`config.mk`:
```
export PLATFORM = sky130hd
export DESIGN_NAME = serial_adder
export DESIGN_NICKNAME = d
export VERILOG_FILES = /design/src/rtl/serial_adder.sv
export SDC_FILE = /design/constraint.sdc
export NUM_CORES = 1
export LEC_CHECK = 0
export CORE_MARGIN = 2
export CORE_UTILIZATION = 51
export DETAILED_ROUTE_END_ITERATION = 10
export HOLD_SLACK_MARGIN = 0.03
export PLACE_DENSITY = 0.79
export SYNTH_ARGS = -nofsm -noshare
export SYNTH_HDL_FRONTEND = slang
export SYNTH_SLANG_ARGS = --single-unit
export TNS_END_PERCENT = 5
```
`constraint.sdc`:
```
create_clock -name clk -period 1.67 [get_ports clk]
set_input_delay 0.334 -clock clk [delete_from_list [all_inputs] [get_ports clk]]
set_output_delay 0.334 -clock clk [all_outputs]
set_load 0.02 [all_outputs]
```
`src/rtl/serial_adder.sv`:
```
// serial_adder: bit-serial adder, one full-adder slice per clock, LSB first (optional subtract via SERIAL_ADDER_SUB_EN)
module serial_adder #(
  parameter int WIDTH = 8
) (
  input  logic             clk,
  input  logic             rst_n,
  input  logic             start,
  input  logic [WIDTH-1:0] a,
  input  logic [WIDTH-1:0] b,
  input  logic             cin,
`ifdef SERIAL_ADDER_SUB_EN
  input  logic             sub,
`endif
  output logic             busy,
  output logic             done,
  output logic [WIDTH-1:0] sum,
  output logic             carry
);
  localparam int CW = $clog2(WIDTH) + 1;
  typedef enum logic {IDLE, RUN} state_t;
  state_t state_q, state_d;
  logic [WIDTH-1:0] a_q, a_d, b_q, b_d, s_q, s_d, sum_q, sum_d, b_load;
  logic c_q, c_d, carry_q, carry_d, done_q, done_d, c_load;
  logic [CW-1:0] cnt_q, cnt_d;
  logic fa_s, fa_c, last;
`ifdef SERIAL_ADDER_SUB_EN
  assign b_load = sub ? ~b : b;
  assign c_load = sub | cin;
`else
  assign b_load = b;
  assign c_load = cin;
`endif
  assign fa_s  = a_q[0] ^ b_q[0] ^ c_q;
  assign fa_c  = (a_q[0] & b_q[0]) | (c_q & (a_q[0] ^ b_q[0]));
  assign last  = cnt_q == CW'(WIDTH - 1);
  assign busy  = state_q == RUN;
  assign done  = done_q;
  assign sum   = sum_q;
  assign carry = carry_q;
  // state and datapath registers, cleared asynchronously so reset aborts a run
  always_ff @(posedge clk or negedge rst_n) begin
    if (!rst_n) begin
      state_q <= IDLE;
      a_q     <= '0;
      b_q     <= '0;
      s_q     <= '0;
      c_q     <= 1'b0;
      cnt_q   <= '0;
      sum_q   <= '0;
      carry_q <= 1'b0;
      done_q  <= 1'b0;
    end else begin
      state_q <= state_d;
      a_q     <= a_d;
      b_q     <= b_d;
      s_q     <= s_d;
      c_q     <= c_d;
      cnt_q   <= cnt_d;
      sum_q   <= sum_d;
      carry_q <= carry_d;
      done_q  <= done_d;
    end
  end
  // capture on start in IDLE, otherwise shift one bit through the slice; publish result on the last bit
  always_comb begin
    state_d = state_q;
    a_d     = a_q;
    b_d     = b_q;
    s_d     = s_q;
    c_d     = c_q;
    cnt_d   = cnt_q;
    sum_d   = sum_q;
    carry_d = carry_q;
    done_d  = 1'b0;
    if (state_q == IDLE) begin
      if (start) begin
        a_d     = a;
        b_d     = b_load;
        c_d     = c_load;
        cnt_d   = '0;
        state_d = RUN;
      end
    end else begin
      a_d   = a_q >> 1;
      b_d   = b_q >> 1;
      c_d   = fa_c;
      s_d   = {fa_s, s_q[WIDTH-1:1]};
      cnt_d = cnt_q + 1'b1;
      if (last) begin
        sum_d   = {fa_s, s_q[WIDTH-1:1]};
        carry_d = fa_c;
        done_d  = 1'b1;
        state_d = IDLE;
      end
    end
  end
endmodule

```
### Yosys cells after proc, flatten, opt, wreduce, memory -nomap -nowiden

Index checks and enable logic that the tools add are counted.

| storage, ports and cells | value |
|---|---|
| bits in registers | 40 |
| bits of input ports | 20 |
| output and inout bits | 11 |

| operators by class | value |
|---|---|
| reductions and logical operators | 2 |
| bitwise gates (word level) | 5 |
| eq/ne operators | 1 |
| muxes and demuxes | 13 |
| add/sub/neg operators | 1 |

Operator list:

| operator | number |
|---|---|
| 8-bit 2-to-1 mux | 4 |
| 4-bit 2-to-1 mux | 2 |
| 1-bit 2-to-1 mux | 7 |
| 4-bit by 1-bit adder with 4-bit output (second input constant) | 1 |
| 4-bit by 3-bit equality test with 1-bit output (second input constant) | 1 |
| 1-bit AND | 2 |
| 2-bit AND reduction | 1 |
| 2-bit nonzero test | 1 |
| 1-bit XOR | 2 |
| 1-bit OR | 1 |

### Depth between registers and ports, before layout

Gate-level depths: netlist of run 1.

| depth | value |
|---|---|
| depth after elaboration | 4 |
| gate-level depth with buffers | 4 |
| depth with buffers taken out | 4 |

### Worst setup path before layout of run 1

OpenSTA, ideal clock, no wires.

| timing | value |
|---|---|
| kind | register to register |
| from | reg state_q, in the netlist busy |
| to | reg s_q[4] |
| stages on the path, launching flop included | 4 |
| setup time | 125 ps |
| period minus slack after synthesis | 1263 ps |
| data required time | 1545 ps |
| arrival | 1139 ps |
| setup slack | 407 ps |
| cells stage by stage | dfrtp_1 -> buf_6 -> buf_2 -> mux2_2 |

RTL lines:

| what | RTL line | source |
|---|---|---|
| start: declaration | 21 | `state_t state_q, state_d;` |
| start signal: assignment | 53 | `state_q <= state_d;` |
| end signal: assignment | 46 | `s_q <= '0;` |
| end signal: assignment | 56 | `s_q <= s_d;` |
| end: declaration | 22 | `logic [WIDTH-1:0] a_q, a_d, b_q, b_d, s_q, s_d, sum_q, sum_d, b_load;` |

No word-level cell between the ends.

### Worst setup path after layout of run 1

| timing | value |
|---|---|
| from | reg done_q, in the netlist done |
| to | out done |

RTL lines:

| what | RTL line | source |
|---|---|---|
| start: declaration | 23 | `logic c_q, c_d, carry_q, carry_d, done_q, done_d, c_load;` |
| start signal: assignment | 61 | `done_q <= done_d;` |
| end: declaration | 15 | `output logic done,` |

No word-level cell between the ends.

==> results of run 1 <==
[routing by layer]
layer | part of all wire, % | track usage, % | vias up
met1 | 40 | 19.0 | 503
met3 | 5.0 | 6.40 | 7
met4 | 2.6 | 7.45 | 0
li1 | - | - | 509
met2 | 52 | 32.7 | 24
met5 | 0 | 0 | -
[sequential cells by signal, indices dropped and copies added, names as in the netlist]
register / count
a_q: 8
b_q: 8
sum: 8
s_q: 7
cnt_q: 4
busy: 1
c_q: 1
carry: 1
done: 1
[stage by stage]
| stage | worst slack, ns | total power, mW | util, % | instance area [sq um] | hold WS [ns] |
|---|---|---|---|---|---|
| after CTS | 0.00123 | 3.69 | 69.4 | 2120 | 0.460 |
| after floorplan | 0.407 | 2.46 | - | 1640 | 0.0384 |
| after detailed placement | 0.170 | 2.94 | 65.9 | 2010 | 0.315 |
| after global placement | 0.213 | 2.85 | 65.9 | 2010 | 0.313 |
| after global routing | 0.0251 | 3.90 | 70.0 | 2140 | 0.466 |
| final | 0.0654 | 3.65 | 70.0 | 2140 | 0.466 |
[worst min-delay path, stage by stage]
cell                            delay (ns)
sky130_fd_sc_hd__dlygate4sd3_1        0.52
sky130_fd_sc_hd__buf_2                0.12
sky130_fd_sc_hd__buf_12               0.22
[cells in the final DEF, fill, tap and decap left out]
| cell type | instances |
|---|---|
| sky130_fd_sc_hd__xnor2_1 | 1 |
| sky130_fd_sc_hd__or2b_1 | 1 |
| sky130_fd_sc_hd__dfrtp_1 | 39 |
| sky130_fd_sc_hd__fa_1 | 1 |
| sky130_fd_sc_hd__dlygate4sd2_1 | 3 |
| sky130_fd_sc_hd__buf_4 | 2 |
| sky130_fd_sc_hd__o21ai_0 | 16 |
| sky130_fd_sc_hd__clkbuf_4 | 5 |
| sky130_fd_sc_hd__mux2_2 | 16 |
| sky130_fd_sc_hd__dlygate4sd3_1 | 1 |
| sky130_fd_sc_hd__dlymetal6s2s_1 | 7 |
| sky130_fd_sc_hd__inv_1 | 1 |
| sky130_fd_sc_hd__nand2_1 | 16 |
| sky130_fd_sc_hd__clkdlybuf4s50_1 | 19 |
| sky130_fd_sc_hd__xor2_1 | 1 |
| sky130_fd_sc_hd__nand4b_4 | 1 |
| sky130_fd_sc_hd__bufinv_16 | 2 |
| sky130_fd_sc_hd__ha_1 | 1 |
| sky130_fd_sc_hd__nand3_1 | 1 |
| sky130_fd_sc_hd__a22o_1 | 2 |
| sky130_fd_sc_hd__buf_2 | 1 |
| sky130_fd_sc_hd__mux2i_1 | 18 |
| sky130_fd_sc_hd__buf_12 | 2 |
| sky130_fd_sc_hd__clkbuf_1 | 1 |
| sky130_fd_sc_hd__nor2_1 | 4 |
| sky130_fd_sc_hd__nand2b_1 | 1 |
[cell families (layout without fill, tap and decap cells)]
family	count (synthesis)	count (layout)
flip-flops	39	39
multiplexers	34	34
AND/OR/NAND/NOR	24	24
AO/OA/AOI/OAI	18	18
buffers and inverters	8	44
adder cells (fa/ha/maj)	2	2
XOR/XNOR	2	2
[timing repair]
action / 4_1_cts / 5_1_grt
setup endpoints to repair: 3 / 7
endpoints found under the hold margin: 39 / 0
gates resized for setup: 3 / 7
hold buffers: 1 / 0
[where the power goes]
group | total, mW | leakage (nW) | internal, mW | switching (mW)
Sequential | 1.58 | 0.505 | 1.33 | 0.245
Combinational | 1.31 | 0.540 | 0.676 | 0.636
Clock | 0.765 | 0.0525 | 0.467 | 0.298
[final cells by class]
type                            instances  area (sq um)
Sequential cell                        39           976
Fill cell                             258           917
Multi-Input combinational cell         80           626
Timing Repair Buffer                   35           374
Clock inverter                          2          60.1
Tap cell                               44          55.1
Clock buffer                            6          41.3
Inverter                                1          3.75
[worst paths after layout]
path | from | endpoint | slack (ns) | cells after the start
max in group asynchronous | rst_n | a_q[5]$_DFFE_PN0P_ | 1.02 | 3
max | done$_DFF_PN0_ | done | 0.07 | 1
min reg2reg | b_q[1]$_DFFE_PN0P_ | b_q[0]$_DFFE_PN0P_ | 0.50 | 2
min in group clk | b_q[1]$_DFFE_PN0P_ | b_q[0]$_DFFE_PN0P_ | 0.50 | 2
max reg2reg | busy$_DFF_PN0_ | cnt_q[3]$_DFFE_PN0P_ | 0.30 | 4
min | rst_n | sum[3]$_DFFE_PN0P_ | 0.47 | 3
==> Flow_metrics.wiki, run 1 <==
{| class="wikitable"
! Metric !! Value
|-
| Run status || finished, final reports clean
|-
| CP Data Required Time || 1.34 ns
|-
| Post-Syn Instances || 127
|-
| PD cells || 1710 nW/um^2
|-
| Maximum number of pins on one net before global-route repair || 40
|-
| Maximum level of the CTS H-tree || 2
|-
| Final estimated routing congestion in global placement || 0.694
|-
| Number of enable-type register cells in the synthesized netlist || 0
|-
| Core area || 3050 sq um
|-
| Post-synthesis adder-cell area fraction || 1.98%
|-
| Total nets after synthesis || 149
|-
| Static leakage power || 1.10 nW
|-
| Clock root buffer || sky130_fd_sc_hd__clkbuf_4
|-
| Detailed Route Iter0 Violations || 32
|-
| # clock sinks || 39
|-
| Syn Std Cell Area || 1640 sq um
|-
| Clock buffer count from CTS || 5
|-
| CTS tree || yes
|-
| Number of placed instances with taps included || 198
|-
| Fin Clk Skew || 0.00663 ns
|-
| Vertical extent of the die || 60.8 microns
|-
| Number of hold violations in the final report || 0
|-
| Setup TNS after final layout || 0 ns
|-
| Max incr delay on CP || 0.59 ns
|-
| RSZ-0062 raised after global routing || no
|-
| Share of cell area taken by muxes after synthesis || 21.9%
|-
| Largest area contributor in the netlist || sky130_fd_sc_hd__dfrtp_1
|-
| WP data arrival || 1.27 ns
|-
| Cell Chain, Critical Path || clkdlybuf4s50_1
|-
| Via density per instance || 5.04
|-
| Maximum resistive drop on vdd || 0.000905 V
|-
| TritonRoute pass-1 iters || 4
|-
| Count of boundary I/O pins || 31
|-
| Largest family of logic cells by synthesized area || multiplexers
|-
| Worst path buffer plus inverter count || 1
|-
| Die X-Extent || 60.8 microns
|-
| Via Count || 1043
|-
| Largest delay share family, worst path || buffers and inverters
|-
| Post-synthesis compound-gate area fraction || 5.94%
|-
| Library cells used by synthesis || 19
|-
| Path type of the worst setup path || reg2out
|-
| Number of synthesized register bits || 39
|-
| CP startpoint kind || flop
|-
| First-pass GRT wire length || 4660 microns
|-
| Cell with the most instances after synthesis || sky130_fd_sc_hd__dfrtp_1
|-
| Shortest clock period the worst path allows after layout || 1.60 ns
|-
| Synth async-reset ratio || 100%
|-
| Area delta synth->final || 30.0%
|-
| Count of yosys warnings during synthesis || 0
|-
| Leading post-synthesis cells by instance count || sky130_fd_sc_hd__dfrtp_1 (39), sky130_fd_sc_hd__mux2i_1 (18), sky130_fd_sc_hd__mux2_2 (16), sky130_fd_sc_hd__nand2_1 (16), sky130_fd_sc_hd__o21ai_0 (16)
|-
| Synth top area share || 59.4%
|-
| Portion of the post-synthesis area used by sequential elements || 59.4%
|-
| Vias in the first global route || 1071
|-
| Library cell contributing the largest single delay on the critical path || sky130_fd_sc_hd__clkdlybuf4s50_1
|-
| Max Root-Sink Buffers || 2
|-
| Aggregate global routing overflow || 0
|-
| Worst rel slew slack || 80.2%
|-
| Area share of and/or/nand/nor cells after synthesis || 7.16%
|-
| Post-detailed-routing wire length || 2890 microns
|-
| Layout cells sized above 1 || 17.8%
|-
| Element type at the critical path end || primary output
|-
| Count of non-filler cells in the finished layout || 207
|-
| Nets || 184
|-
| Leading post-synthesis cells by cell area || sky130_fd_sc_hd__dfrtp_1 (59%), sky130_fd_sc_hd__mux2i_1 (11%), sky130_fd_sc_hd__mux2_2 (11%)
|-
| Path category of the worst min-delay check || in2async
|-
| Peak Freq || 623 MHz
|-
| Mean area per synthesized cell || 12.9 sq um
|-
| Avg WL per Cell || 14.0 microns
|-
| Number of placement rows || 20
|-
| Post-CTS Setup Inserts || 0
|-
| Clock Latency Late Sink || 0.35 ns
|-
| Pins Over Slew Limit || 0
|-
| Die outline area || 3690 sq um
|-
| GRT Total Usage || 18.1%
|-
| Main flop type after synthesis || sky130_fd_sc_hd__dfrtp_1
|-
| Worst Path Max Fanout || 1
|-
| Remaining routing DRC violations || 0
|-
| Final setup vio count || 0
|-
| Effective utilization at floorplan || 53.8%
|-
| Xor-xnor portion of the synthesized cell area || 1.07%
|-
| Initial antenna violation count || 0
|-
| Reg clk slew, reported paths || 0.11 ns
|-
| Slew @ Worst Pin || 0.297 ns
|-
| Inserted Diodes || 0
|-
| Share of the clock period used by the worst path after layout || 96.1%
|-
| Max_cap viols || 0
|-
| Number of port buffers || 30
|-
| ANT nets after route || 0
|}
(Power assumes the default switching activity.)
==> inputs of run 2 (changes only) <==
--- a/config.mk
+++ b/config.mk
@@ -13,4 +13,3 @@
 export SYNTH_ARGS = -nofsm -noshare
 export SYNTH_HDL_FRONTEND = slang
 export SYNTH_SLANG_ARGS = --single-unit
-export TNS_END_PERCENT = 5
==> results of run 2 <==
Same layout as run 1: the final DEF is identical, and so are final timing and power.
==> inputs of run 3 (changes only) <==
--- a/config.mk
+++ b/config.mk
@@ -10,6 +10,7 @@
 export DETAILED_ROUTE_END_ITERATION = 10
 export HOLD_SLACK_MARGIN = 0.03
 export PLACE_DENSITY = 0.79
+export RECOVER_POWER = 100
 export SYNTH_ARGS = -nofsm -noshare
 export SYNTH_HDL_FRONTEND = slang
 export SYNTH_SLANG_ARGS = --single-unit
==> run 3 against run 2 <==
Compared with the run above:
- setup slack better by 0.00057 ns
- global-route usage unchanged
- sequential cell count unchanged
- utilization down 2.5 points
- total power down 2.0%
- largest power group unchanged
==> Flow_metrics.wiki, run 3 (synthesis gave the netlist of run 1 again) <==
{| class="wikitable"
! Metric !! Value
|-
| Inserted Diodes || 0
|-
| Die outline area || 3690 sq um
|-
| Max_cap viols || 0
|-
| Vertical extent of the die || 60.8 microns
|-
| Via density per instance || 5.03
|-
| Destination of the worst register-to-register timing path || cnt_q[3]$_DFFE_PN0P_
|-
| Library cell contributing the largest single delay on the critical path || sky130_fd_sc_hd__clkdlybuf4s50_1
|-
| Beginning of the worst register-to-register path || busy$_DFF_PN0_
|-
| Via Count || 1042
|-
| Layout filler cell count || 272
|-
| Max incr delay on CP || 0.59 ns
|-
| Clock buffer count from CTS || 5
|-
| Initial antenna violation count || 0
|-
| Cells on Worst Hold Path || 2
|-
| ANT nets after route || 0
|-
| Maximum resistive drop on vdd || 0.000901 V
|-
| Maximum number of pins on one net before global-route repair || 40
|-
| Remaining routing DRC violations || 0
|-
| Worst min-delay path endpoint || b_q[0]$_DFFE_PN0P_
|-
| Worst path buffer plus inverter count || 1
|-
| Cell Chain, Critical Path || clkdlybuf4s50_1
|-
| Maximum level of the CTS H-tree || 2
|-
| Post-CTS Setup Inserts || 0
|-
| Worst rel slew slack || 39.2%
|-
| Logic depth of the worst setup path including buffers || 1
|-
| Largest delay share family, worst path || buffers and inverters
|-
| Vias in the first global route || 1071
|-
| Effective utilization at floorplan || 53.8%
|-
| Final Power || 3.58 mW
|-
| Post-place setup slack || 0.170 ns
|-
| Detailed Route Iter0 Violations || 43
|-
| Worst Path Max Fanout || 1
|-
| Final estimated routing congestion in global placement || 0.694
|-
| First-pass GRT wire length || 4660 microns
|-
| Reg clk slew, reported paths || 0.11 ns
|-
| GRT Total Usage || 18.1%
|-
| Post-route worst setup slack || 0.0659 ns
|-
| Number of placed instances with taps included || 198
|-
| Run status || finished, final reports clean
|-
| Pins Over Slew Limit || 0
|-
| Path category of the worst min-delay check || reg2reg
|-
| Depth of the most critical reg-to-reg path || 4
|-
| Die X-Extent || 60.8 microns
|-
| Number of placement rows || 20
|-
| Max Root-Sink Buffers || 2
|-
| Nets || 184
|-
| Hold Startpoint || b_q[1]$_DFFE_PN0P_
|-
| Fin Clk Skew || 0.00659 ns
|-
| Shortest clock period the worst path allows after layout || 1.60 ns
|-
| Static leakage power || 0.976 nW
|-
| Clock root buffer || sky130_fd_sc_hd__clkbuf_4
|-
| Number of hold violations in the final report || 0
|-
| Most frequent standard cell in the layout excluding fill and tap cells || sky130_fd_sc_hd__dfrtp_1
|-
| Setup slack, reg-to-reg || 0.30 ns
|-
| PD cells || 1740 nW/um^2
|-
| Peak Freq || 623 MHz
|-
| CP startpoint kind || flop
|-
| Element type at the critical path end || primary output
|-
| Most frequent cells in the layout || sky130_fd_sc_hd__dfrtp_1 (39), sky130_fd_sc_hd__clkdlybuf4s50_1 (19), sky130_fd_sc_hd__mux2i_1 (18)
|-
| Count of non-filler cells in the finished layout || 207
|-
| Core area || 3050 sq um
|-
| Clock Latency Late Sink || 0.35 ns
|-
| TritonRoute pass-1 iters || 4
|-
| Final setup vio count || 0
|-
| CTS tree || yes
|-
| WP data arrival || 1.27 ns
|-
| Area delta synth->final || 25.4%
|-
| Post-detailed-placement cell area || 2010 sq um
|-
| Layout cells sized above 1 || 17.8%
|-
| RSZ-0062 raised after global routing || no
|-
| Share of the clock period used by the worst path after layout || 96.1%
|-
| Final design instance area without fill || 2060 sq um
|-
| CP Data Required Time || 1.34 ns
|-
| Post-detailed-routing wire length || 2890 microns
|-
| Setup TNS after final layout || 0 ns
|-
| Aggregate global routing overflow || 0
|-
| # clock sinks || 39
|-
| Count of boundary I/O pins || 31
|-
| Path type of the worst setup path || reg2out
|-
| Avg WL per Cell || 13.9 microns
|-
| Number of port buffers || 30
|-
| Slew @ Worst Pin || 0.912 ns
|}
run 3: cell types whose count changed in the layout (fill, tap and decap cells not counted):
cell / previous run / this run
sky130_fd_sc_hd__dlymetal6s2s_1: 7 / 0
sky130_fd_sc_hd__clkbuf_2: 0 / 1
sky130_fd_sc_hd__buf_12: 2 / 1
sky130_fd_sc_hd__clkbuf_1: 1 / 8
run 3: layer usage:
layer	vias to the layer above	wire length (microns)	part of all wire [%]	track usage, %
met2	24	1520	52	32.7
met3	7	146	5.1	6.40
met4	0	76	2.6	7.45
met1	503	1150	40	19.0
li1	508	-	-	-
met5	-	0	0	0
run 3: how the worst max path moves through the flow:
| stage | endpoint | startpoint |
|---|---|---|
| floorplan | s_q[4]$_DFFE_PN0P_ | busy$_DFF_PN0_ |
| global placement | cnt_q[3]$_DFFE_PN0P_ | start |
| detailed placement | cnt_q[3]$_DFFE_PN0P_ | start |
| CTS | sum[5] | sum[5]$_DFFE_PN0P_ |
| global route | done | done$_DFF_PN0_ |
| finish | done | done$_DFF_PN0_ |
run 3: cell type report:
class	count	area (sq um)	area share (%)
inverter	1	3.75	0.182
clock inverter	2	60.1	2.92
multi-input combinational	80	626	30.4
sequential	39	976	47.4
timing repair buffer	35	298	14.5
clock buffer	6	41.3	2.00
tap	44	55.1	2.67
run 3: timing repair:
item | in CTS | in global routing
hold buffers | 1 | 0
resized for setup | 3 | 7
endpoints found under the setup margin | 3 | 7
endpoints found under the hold margin | 39 | 0
run 3: per-stage QoR:
stage	hold slack (ns)	utilization, %
finish	0.496	67.5
global route	0.514	67.5
CTS	0.460	69.4
detailed placement	0.315	65.9
global placement	0.313	65.9
floorplan	0.0384	-
run 3: power by group:
group          switching (mW)  leakage [nW]  internal, mW
combinational           0.637         0.419         0.600
sequential              0.247         0.505          1.33
clock                   0.298        0.0525         0.467
